**src/rtl/manchester_pkg.sv**
```systemverilog
// Shared definitions for the Manchester link: framing byte defaults and sequencer states.
package manchester_pkg;

    localparam int unsigned BYTE_W = 8;

    localparam logic [BYTE_W-1:0] PREAMBLE_BYTE_DEFAULT = 8'hAA;
    localparam logic [BYTE_W-1:0] SFD_BYTE_DEFAULT      = 8'hD5;
    localparam logic [BYTE_W-1:0] PAD_BYTE_DEFAULT      = 8'h00;

    typedef enum logic [2:0] {
        IDLE,
        PREAMBLE,
        SFD,
        PAYLOAD,
        PAD,
        DRAIN,
        GAP
    } seq_state_t;

endpackage

```
**src/rtl/axis_out_reg.sv**
```systemverilog
// Single-entry AXI-Stream output register: reloads whenever empty or being drained.
module axis_out_reg
    import manchester_pkg::*;
(
    input  logic              clk,
    input  logic              rst,
    input  logic              load_valid,
    input  logic [BYTE_W-1:0] load_data,
    input  logic              ready,
    output logic              valid,
    output logic [BYTE_W-1:0] data,
    output logic              can_load_c
);

    // A held byte only leaves on a completed handshake, so data stays put while stalled
    assign can_load_c = !valid || ready;

    // Output register; data only changes when a new byte is actually loaded
    always_ff @(posedge clk) begin
        if (rst) begin
            valid <= 1'b0;
            data  <= '0;
        end else if (can_load_c) begin
            valid <= load_valid;
            if (load_valid) begin
                data <= load_data;
            end
        end
    end

endmodule

```
**src/rtl/manchester_frame_sequencer.sv**
```systemverilog
// Wraps host payload frames as preamble + SFD + fixed-size payload + idle gap,
// padding short frames and truncating long ones.
module manchester_frame_sequencer
    import manchester_pkg::*;
#(
    parameter int unsigned       FRAME_SIZE    = 4,
    parameter int unsigned       PREAMBLE_LEN  = 2,
    parameter logic [BYTE_W-1:0] PREAMBLE_BYTE = PREAMBLE_BYTE_DEFAULT,
    parameter logic [BYTE_W-1:0] SFD_BYTE      = SFD_BYTE_DEFAULT,
    parameter logic [BYTE_W-1:0] PAD_BYTE      = PAD_BYTE_DEFAULT,
    parameter int unsigned       GAP_CYCLES    = 16
) (
    input  logic              aclk,
    input  logic              areset,
    input  logic [BYTE_W-1:0] s_axis_tdata,
    input  logic              s_axis_tvalid,
    input  logic              s_axis_tlast,
    output logic              s_axis_tready,
    output logic [BYTE_W-1:0] m_axis_tdata,
    output logic              m_axis_tvalid,
    input  logic              m_axis_tready,
    output logic              frame_done,
    output logic              err_short,
    output logic              err_long,
    output logic [15:0]       frame_count
);

    localparam int unsigned BYTE_CNT_W = $clog2(FRAME_SIZE + 1);
    localparam int unsigned PRE_CNT_W  = $clog2(PREAMBLE_LEN + 1);
    localparam int unsigned GAP_CNT_W  = $clog2(GAP_CYCLES + 1);

    // Counter values at which the current load is the final one of its section
    localparam logic [BYTE_CNT_W-1:0] BYTE_LAST = BYTE_CNT_W'(FRAME_SIZE - 1);
    localparam logic [PRE_CNT_W-1:0]  PRE_LAST  = PRE_CNT_W'(PREAMBLE_LEN - 1);
    localparam logic [GAP_CNT_W-1:0]  GAP_LAST  = GAP_CNT_W'(GAP_CYCLES - 1);

    seq_state_t state, state_nxt;

    logic [BYTE_CNT_W-1:0] byte_cnt, byte_cnt_nxt;
    logic [PRE_CNT_W-1:0]  pre_cnt, pre_cnt_nxt;
    logic [GAP_CNT_W-1:0]  gap_cnt, gap_cnt_nxt;

    logic              tlast_seen, tlast_seen_nxt;
    logic              last_in_reg;
    logic              load_valid;
    logic              load_last;
    logic [BYTE_W-1:0] load_data;
    logic              can_load;
    logic              m_hs;
    logic              frame_end;
    logic              drain_end;
    logic              frame_out;
    logic              err_short_nxt;
    logic              err_long_nxt;

    axis_out_reg u_out_reg (
        .clk        (aclk),
        .rst        (areset),
        .load_valid (load_valid),
        .load_data  (load_data),
        .ready      (m_axis_tready),
        .valid      (m_axis_tvalid),
        .data       (m_axis_tdata),
        .can_load_c (can_load)
    );

    assign m_hs      = m_axis_tvalid && m_axis_tready;
    assign frame_end = m_hs && last_in_reg;

    // Next-state, counter and load decisions
    always_comb begin
        state_nxt      = state;
        byte_cnt_nxt   = byte_cnt;
        pre_cnt_nxt    = pre_cnt;
        gap_cnt_nxt    = gap_cnt;
        tlast_seen_nxt = tlast_seen;
        load_valid     = 1'b0;
        load_last      = 1'b0;
        load_data      = PAD_BYTE;
        s_axis_tready  = 1'b0;
        err_short_nxt  = 1'b0;
        err_long_nxt   = 1'b0;
        drain_end      = 1'b0;
        frame_out      = 1'b0;

        case (state)
            // First preamble byte is loaded on the cycle the host shows data
            IDLE: begin
                if (s_axis_tvalid && can_load) begin
                    load_valid = 1'b1;
                    load_data  = PREAMBLE_BYTE;
                    if (pre_cnt == PRE_LAST) begin
                        pre_cnt_nxt = '0;
                        state_nxt   = SFD;
                    end else begin
                        pre_cnt_nxt = pre_cnt + PRE_CNT_W'(1);
                        state_nxt   = PREAMBLE;
                    end
                end
            end

            PREAMBLE: begin
                if (can_load) begin
                    load_valid = 1'b1;
                    load_data  = PREAMBLE_BYTE;
                    if (pre_cnt == PRE_LAST) begin
                        pre_cnt_nxt = '0;
                        state_nxt   = SFD;
                    end else begin
                        pre_cnt_nxt = pre_cnt + PRE_CNT_W'(1);
                    end
                end
            end

            SFD: begin
                if (can_load) begin
                    load_valid   = 1'b1;
                    load_data    = SFD_BYTE;
                    byte_cnt_nxt = '0;
                    state_nxt    = PAYLOAD;
                end
            end

            // Once the final byte sits in the output register, wait for its handshake
            PAYLOAD: begin
                if (last_in_reg) begin
                    if (m_hs) begin
                        byte_cnt_nxt = '0;
                        state_nxt    = GAP;
                    end
                end else begin
                    s_axis_tready = can_load;
                    if (s_axis_tvalid && can_load) begin
                        load_valid   = 1'b1;
                        load_data    = s_axis_tdata;
                        byte_cnt_nxt = byte_cnt + BYTE_CNT_W'(1);
                        if (byte_cnt == BYTE_LAST) begin
                            load_last = 1'b1;
                            if (!s_axis_tlast) begin
                                err_long_nxt = 1'b1;
                                state_nxt    = DRAIN;
                            end
                        end else if (s_axis_tlast) begin
                            err_short_nxt = 1'b1;
                            state_nxt     = PAD;
                        end
                    end
                end
            end

            PAD: begin
                if (last_in_reg) begin
                    if (m_hs) begin
                        byte_cnt_nxt = '0;
                        state_nxt    = GAP;
                    end
                end else if (can_load) begin
                    load_valid   = 1'b1;
                    load_data    = PAD_BYTE;
                    byte_cnt_nxt = byte_cnt + BYTE_CNT_W'(1);
                    load_last    = (byte_cnt == BYTE_LAST);
                end
            end

            // Swallow surplus bytes through tlast; the truncated frame still drains out
            DRAIN: begin
                s_axis_tready = !tlast_seen;
                drain_end     = tlast_seen || (s_axis_tvalid && s_axis_tlast);
                frame_out     = !last_in_reg || m_hs;
                if (drain_end && frame_out) begin
                    tlast_seen_nxt = 1'b0;
                    byte_cnt_nxt   = '0;
                    state_nxt      = GAP;
                end else if (drain_end) begin
                    tlast_seen_nxt = 1'b1;
                end
            end

            GAP: begin
                if (gap_cnt == GAP_LAST) begin
                    gap_cnt_nxt = '0;
                    state_nxt   = IDLE;
                end else begin
                    gap_cnt_nxt = gap_cnt + GAP_CNT_W'(1);
                end
            end

            default: begin
                state_nxt = IDLE;
            end
        endcase
    end

    // State, counters and status pulses
    always_ff @(posedge aclk) begin
        if (areset) begin
            state       <= IDLE;
            byte_cnt    <= '0;
            pre_cnt     <= '0;
            gap_cnt     <= '0;
            tlast_seen  <= 1'b0;
            last_in_reg <= 1'b0;
            frame_done  <= 1'b0;
            err_short   <= 1'b0;
            err_long    <= 1'b0;
            frame_count <= '0;
        end else begin
            state      <= state_nxt;
            byte_cnt   <= byte_cnt_nxt;
            pre_cnt    <= pre_cnt_nxt;
            gap_cnt    <= gap_cnt_nxt;
            tlast_seen <= tlast_seen_nxt;
            err_short  <= err_short_nxt;
            err_long   <= err_long_nxt;
            frame_done <= frame_end;
            if (can_load) begin
                last_in_reg <= load_valid && load_last;
            end
            if (frame_end) begin
                frame_count <= frame_count + 16'd1;
            end
        end
    end

endmodule
```
**config.mk**
```make
export PLATFORM = sky130hd
export DESIGN_NAME = manchester_frame_sequencer
export DESIGN_NICKNAME = d
export VERILOG_FILES = /design/src/rtl/manchester_pkg.sv /design/src/rtl/axis_out_reg.sv /design/src/rtl/manchester_frame_sequencer.sv
export SDC_FILE = /design/constraint.sdc
export NUM_CORES = 1
export LEC_CHECK = 0
export ABC_AREA = 1
export CAP_MARGIN = 20
export CORE_ASPECT_RATIO = 0.8
export CORE_MARGIN = 2
export CORE_UTILIZATION = 52
export CTS_CLUSTER_SIZE = 10
export DETAILED_ROUTE_END_ITERATION = 8
export GPL_ROUTABILITY_DRIVEN = 0
export GPL_TIMING_DRIVEN = 0
export PLACE_DENSITY = 0.79
export SETUP_SLACK_MARGIN = 0.15
export SLEW_MARGIN = 20
export SYNTH_ARGS = -nofsm -noshare
export SYNTH_HDL_FRONTEND = slang
export SYNTH_SLANG_ARGS = --single-unit
```
**constraint.sdc**
```tcl
create_clock -name aclk -period 1.54 [get_ports aclk]
set_input_delay 0.385 -clock aclk [delete_from_list [all_inputs] [get_ports aclk]]
set_output_delay 0.385 -clock aclk [all_outputs]
set_load 0.05 [all_outputs]
```
==> reports/results.tsv, run 1 <==
metric	value	unit
status	finished with violations	
failing checks	setup timing	
#FFs+latches synth	43	
nets@finish	438	
CTS tree	yes	
# hold bufs at CTS	0	
Crit path top cell by count	buf_6	
Yosys warning total	0	
worst setup margin	-0.293	ns
Post-Route WL	8000	µm
Post-Place Cells	443	
Crit. End Element	output port	
most common cell after layout, fill and taps aside	nand2_1	
synthesized area	2300	µm²
core region area	4200	µm²
cell family with most CP delay	buffers and inverters	
crit path max-delay cell type	dfxtp_2	
CTS Buffer Depth	2	
crit path DAT	1.45	ns
Worst path depth	7	
Critical Path Max Stage Delay	0.33	ns
max reg flops	16	
minimum clock period	1.83	ns
Power Dens Cells	1620	nW/µm²
syn_area_per_cell	6.65	µm²
sequential fraction of the synthesis area	0.375	
fmax	545	MHz
initial antenna violation count	0	
residual DRC count	0	
Least-Margin Pin Slew	0.340	ns
layout cell share with drive strength beyond 1	0.410	
Final Max Tran Viols	0	
Starting Density	0.546	
Site Rows	21	
Main synth FF type	dfxtp_1	
largest registers	frame_count: 16 flops, u_out_reg.data: 8 flops, gap_cnt: 5 flops	
Pleak	1.57	nW
clock-pin slew on the worst setup and hold paths	0.08	ns
root buffer cell	clkbuf_8	
largest area contributor in the netlist	dfxtp_1	
Synthesized Nets	362	
clock latency on the worst-skew pair	0.32	ns
vias per inst	5.72	
IO Count	42	
PortBufs	41	
critical path startpoint category	flip-flop	
Critical Path Fanout Max	3	
worst rel slew slack	0.771	
post-synth top area share	0.375	
total gr overflow	0	
height of the die	63.4	µm
ANT nets after route	0	
RSZ-0062 raised after global routing	yes	
hold path depth	2	
utilization after layout	0.829	
max_cap viols	0	
Synth-to-Final Area Change	51.7	%
Synth cell types	31	
first-pass GRT wire length	11700	µm
Die ar.	4970	µm²
largest net degree at the start of global routing	14	
largest reg by FF count	frame_count	
critical path required time	1.15	ns
GRT Total Usage	0.298	
Max IR drop VDD	1.24	mV
wire per inst	16.7	µm
Max Clock Skew	0.00954	ns
CP Cell Sequence	buf_6 -> inv_6 -> buf_8 -> nor2_4 -> inv_2 -> o32ai_4 -> buf_6	
number of global-route vias before repair	2508	
most frequent cells in the layout	nand2_1, nor2_1, inv_1, dfxtp_1, buf_4	
final worst path period share	1.19	
Final Hold Viols	0	
1st-iter DRT viols	364	
1st-pass router iterations	5	
post-DP HPWL	4120	µm
fill count	259	
Clock Sinks	43	
Post-Layout Cell Count	479	
Post-synth EDFFs	0	
cts bufs inserted	5	
dominant cells by area after synthesis	dfxtp_1, nand2_1, nor2_1	
cells after synthesis	345	
FF-to-FF path depth	13	
path type of the worst setup path	flip-flop to output port	
Setup WS pre-CTS	-1.01	ns
FFs w/ async S/R, synth	0	
vias after detailed routing	2740	
H-tree levels	2	
Hold Path Class	flip-flop to flip-flop	
Setup violations, final	19	
die width	78.3	µm
WP buf/inv	5	
number of diodes	0	
-- report_power, final --
| part | internal [W] | switching (W) |
|---|---|---|
| clock | 0.000583 | 0.000425 |
| combinational | 0.00121 | 0.00195 |
| sequential | 0.00129 | 0.000168 |
-- cell families (layout without fill, tap and decap cells) --
logic type	count (synthesis)	count (layout)	synth area share
buffers and inverters	52	129	0.108
adder cells (fa/ha/maj)	4	4	0.0218
AO/OA/AOI/OAI	45	45	0.107
XOR/XNOR	1	1	0.00382
flip-flops	43	43	0.375
AND/OR/NAND/NOR	200	200	0.384
-- metal layers --
metal	vias to the layer above	share of wire	track usage
met3	26	0.097	0.0716
met1	1276	0.39	0.378
li1	1263	-	-
met5	-	0	0
met4	0	0.031	0.0943
met2	175	0.48	0.499
-- worst reg2reg max path, cell delays in order (launching register included) --
cell,delay (ns)
dfxtp_2,0.33
buf_6,0.12
inv_6,0.04
buf_8,0.12
buf_6,0.10
buf_6,0.10
buf_8,0.13
nand3_4,0.06
nand2_2,0.05
a21oi_2,0.15
nand2_2,0.12
buf_6,0.16
o21ai_2,0.11
nor2_1,0.05
-- path summary, 6_finish.rpt --
path                            from                        endpoint  slack [ns]
max            state[2]$_SDFFE_PP0P_                   s_axis_tready       -0.29
min          gap_cnt[4]$_SDFFE_PP0N_         gap_cnt[4]$_SDFFE_PP0N_        0.45
max reg2reg    state[2]$_SDFFE_PP0P_  u_out_reg.data[4]$_SDFFE_PP0P_       -0.19
min reg2reg  gap_cnt[4]$_SDFFE_PP0N_         gap_cnt[4]$_SDFFE_PP0N_        0.45
-- final cells by class --
cell class                 instances  area [µm²]  share of cell area
inverter                          43         186              0.0535
tap                               57        71.3              0.0205
multi-input combinational        250        1570               0.450
clock inverter                     1        30.0             0.00862
buffer                             9        98.8              0.0284
clock buffer                       7        97.6              0.0280
timing repair buffer              69         539               0.155
sequential                        43         893               0.256
-- stage by stage --
step                      setup TNS (ns)  instance area, µm²  hold WS, ns  power [W]
after floorplan                        0                2400        0.422    0.00298
after global placement            -16.49                2880        0.437    0.00342
after detailed placement          -17.00                2880        0.440    0.00346
after CTS                          -1.82                3240        0.452    0.00515
after global routing               -4.37                3480        0.470    0.00590
final                              -2.72                3480        0.450    0.00563
-- synth_stat cells, drive strengths merged, types with 2 or more instances --
cell type and instances:
nor3b 2, nand3 34, a21oi 20, nand4 6
o21ai 17, dfxtp 43, nand2 80, inv 43
nor2 69, nor3 8, a211oi 3, ha 4
buf 8
-- timing repair --
action,4_1_cts,5_1_grt
gates resized for setup,220,59
pin swaps,18,23
endpoints found under the hold margin,0,0
setup buffers,18,9
setup endpoints to repair,62,37
cloned,1,0
(Power assumes the default switching activity.)
==> inputs of run 2 (changes only) <==
--- a/config.mk
+++ b/config.mk
@@ -9,12 +9,12 @@
 export CAP_MARGIN = 20
 export CORE_ASPECT_RATIO = 0.8
 export CORE_MARGIN = 2
-export CORE_UTILIZATION = 52
+export CORE_UTILIZATION = 45
 export CTS_CLUSTER_SIZE = 10
 export DETAILED_ROUTE_END_ITERATION = 8
 export GPL_ROUTABILITY_DRIVEN = 0
 export GPL_TIMING_DRIVEN = 0
-export PLACE_DENSITY = 0.79
+export PLACE_DENSITY = 0.7
 export SETUP_SLACK_MARGIN = 0.15
 export SLEW_MARGIN = 20
 export SYNTH_ARGS = -nofsm -noshare
==> run 2 against run 1 <==
Net effect:
- the flow still finishes with violations (setup timing)
- core utilization is 6.9 points lower
- worst hold slack better by 0.010 ns
- setup slack better by 0.095 ns
- clock power is 24% lower
- combinational power increased by 3%
- final cell count rose by 5.2%
- power is 2.9% lower
- register-to-register slack hardly changed
- flip-flop and latch count is the same
- sequential power about the same
- maximum frequency increased by 5.5%
- first-iteration DRC count shrank 53%
- critical endpoint unchanged
- largest power group unchanged
==> reports/results.tsv, run 2 (same netlist as run 1, synthesis figures left out) <==
metric	value	unit	change
status	finished with violations		
failing checks	setup timing		
vias after detailed routing	2671		-2.5%
most common cell after layout, fill and taps aside	nand2_1		
Die ar.	5690	µm²	+15%
Power Dens Cells	1450	nW/µm²	-10%
first-pass GRT wire length	11100	µm	-4.8%
number of global-route vias before repair	2437		-2.8%
Starting Density	0.464		-0.0823
Area after DPL	2890	µm²	+0.22%
max reg flops	16		unchanged
Least-Margin Pin Slew	0.793	ns	+0.453 ns
critical path startpoint category	flip-flop		
clock latency on the worst-skew pair	0.31	ns	about the same
Hold WS	0.460	ns	+0.0101 ns
wire per inst	15.0	µm	-10%
final worst path period share	1.13		-0.0617
RSZ-0062 raised after global routing	yes		
residual DRC count	0		unchanged
minimum clock period	1.74	ns	-0.0951 ns
Sum Neg Setup Slack	-2.45	ns	+0.273 ns
die width	83.9	µm	+7.1%
H-tree levels	2		unchanged
path type of the worst setup path	flip-flop to output port		
hold path depth	1		-1
crit path DAT	1.35	ns	-0.10 ns
Final Cell Area	3760	µm²	+7.9%
critical path required time	1.15	ns	about the same
PortBufs	41		unchanged
most frequent cells in the layout	nand2_1, nor2_1, inv_1, buf_4, dfxtp_1		
worst rel slew slack	0.471		-0.300
largest registers	frame_count: 16 flops, u_out_reg.data: 8 flops, gap_cnt: 5 flops		
CTS tree	yes		
root buffer cell	clkbuf_8		
ANT nets after route	0		unchanged
Max IR drop VDD	1.23	mV	-1.0%
clock-pin slew on the worst setup and hold paths	0.09	ns	about the same
layout cell share with drive strength beyond 1	0.475		+0.0652
post-DP HPWL	4190	µm	+1.7%
Final Max Tran Viols	0		unchanged
Setup violations, final	19		unchanged
initial antenna violation count	0		unchanged
vias per inst	5.30		-7.4%
CTS Buffer Depth	2		unchanged
1st-iter DRT viols	170		-53%
Critical Path Fanout Max	4		+1
IO Count	42		unchanged
Crit. End Element	output port		
utilization after layout	0.759		-0.0692
total gr overflow	0		unchanged
nets@finish	458		+4.6%
Site Rows	23		+9.5%
largest reg by FF count	frame_count		
max_cap viols	0		unchanged
Clock Sinks	43		unchanged
number of diodes	0		unchanged
height of the die	67.9	µm	+7.0%
Post-Route WL	7560	µm	-5.5%
Hold Path Class	flip-flop to flip-flop		
cts bufs inserted	5		unchanged
1st-pass router iterations	6		+1
fmax	575	MHz	+5.5%
Final Hold Viols	0		unchanged
Max Clock Skew	0.0110	ns	+0.00145 ns
core region area	4950	µm²	+18%
Synth-to-Final Area Change	63.7	%	
GRT Total Usage	0.246		-0.0520
worst setup margin	-0.198	ns	+0.0951 ns
largest net degree at the start of global routing	14		unchanged
FF-to-FF path depth	12		-1
Pleak	1.72	nW	+10%
[run 2: path summary, 6_finish.rpt]
| check | to | startpoint | slack [ns] |
|---|---|---|---|
| min reg2reg | frame_count[0]$_SDFFE_PP0P_ | frame_count[0]$_SDFFE_PP0P_ | 0.46 |
| max | s_axis_tready | state[1]$_SDFFE_PP0P_ | -0.20 |
| min | frame_count[0]$_SDFFE_PP0P_ | frame_count[0]$_SDFFE_PP0P_ | 0.46 |
| max reg2reg | u_out_reg.data[4]$_SDFFE_PP0P_ | state[2]$_SDFFE_PP0P_ | -0.19 |
[run 2: where the power goes]
| group | leakage [nW] | internal [W] | switching [W] |
|---|---|---|---|
| clock network | 0.0449 | 0.000358 | 0.000405 |
| registers | 0.359 | 0.00130 | 0.000145 |
| logic | 1.32 | 0.00139 | 0.00187 |
[run 2: per-stage QoR]
stage | worst slack, ns | power [W] | cells
after floorplan | 0.0800 | 0.00298 | 345
after global placement | -0.992 | 0.00342 | 448
after detailed placement | -0.976 | 0.00345 | 448
after CTS | -0.185 | 0.00478 | 483
after global routing | -0.247 | 0.00574 | 504
final | -0.198 | 0.00547 | 504
[run 2: final cells by class]
class / count / area [µm²]
Multi-Input combinational cell: 250 / 1670
Clock buffer: 6 / 82.6
Tap cell: 62 / 77.6
Fill cell: 357 / 1190
Buffer: 9 / 97.6
Timing Repair Buffer: 89 / 742
Inverter: 43 / 176
Sequential cell: 43 / 897
Clock inverter: 2 / 11.3
[run 2: critical path, cell delays in order, from the launching register on]
cell	delay, ns
dfxtp_2	0.32
buf_6	0.13
inv_6	0.07
nand2_4	0.06
nor2_4	0.13
inv_2	0.06
o32ai_4	0.09
buf_6	0.19
[run 2: timing repair]
item                                    CTS  global route
pin swaps                                13            45
gates resized for setup                 212           100
hold buffers                              0             0
endpoints found under the setup margin   62            44
setup buffers                            26            21
cloned                                    1             0
[run 2: per-layer routing]
layer,share of wire,track usage,vias to the layer above
li1,-,-,1305
met1,0.43,0.323,1229
met2,0.48,0.407,118
met3,0.079,0.0591,19
met4,0.020,0.0766,0
met5,0,0,-
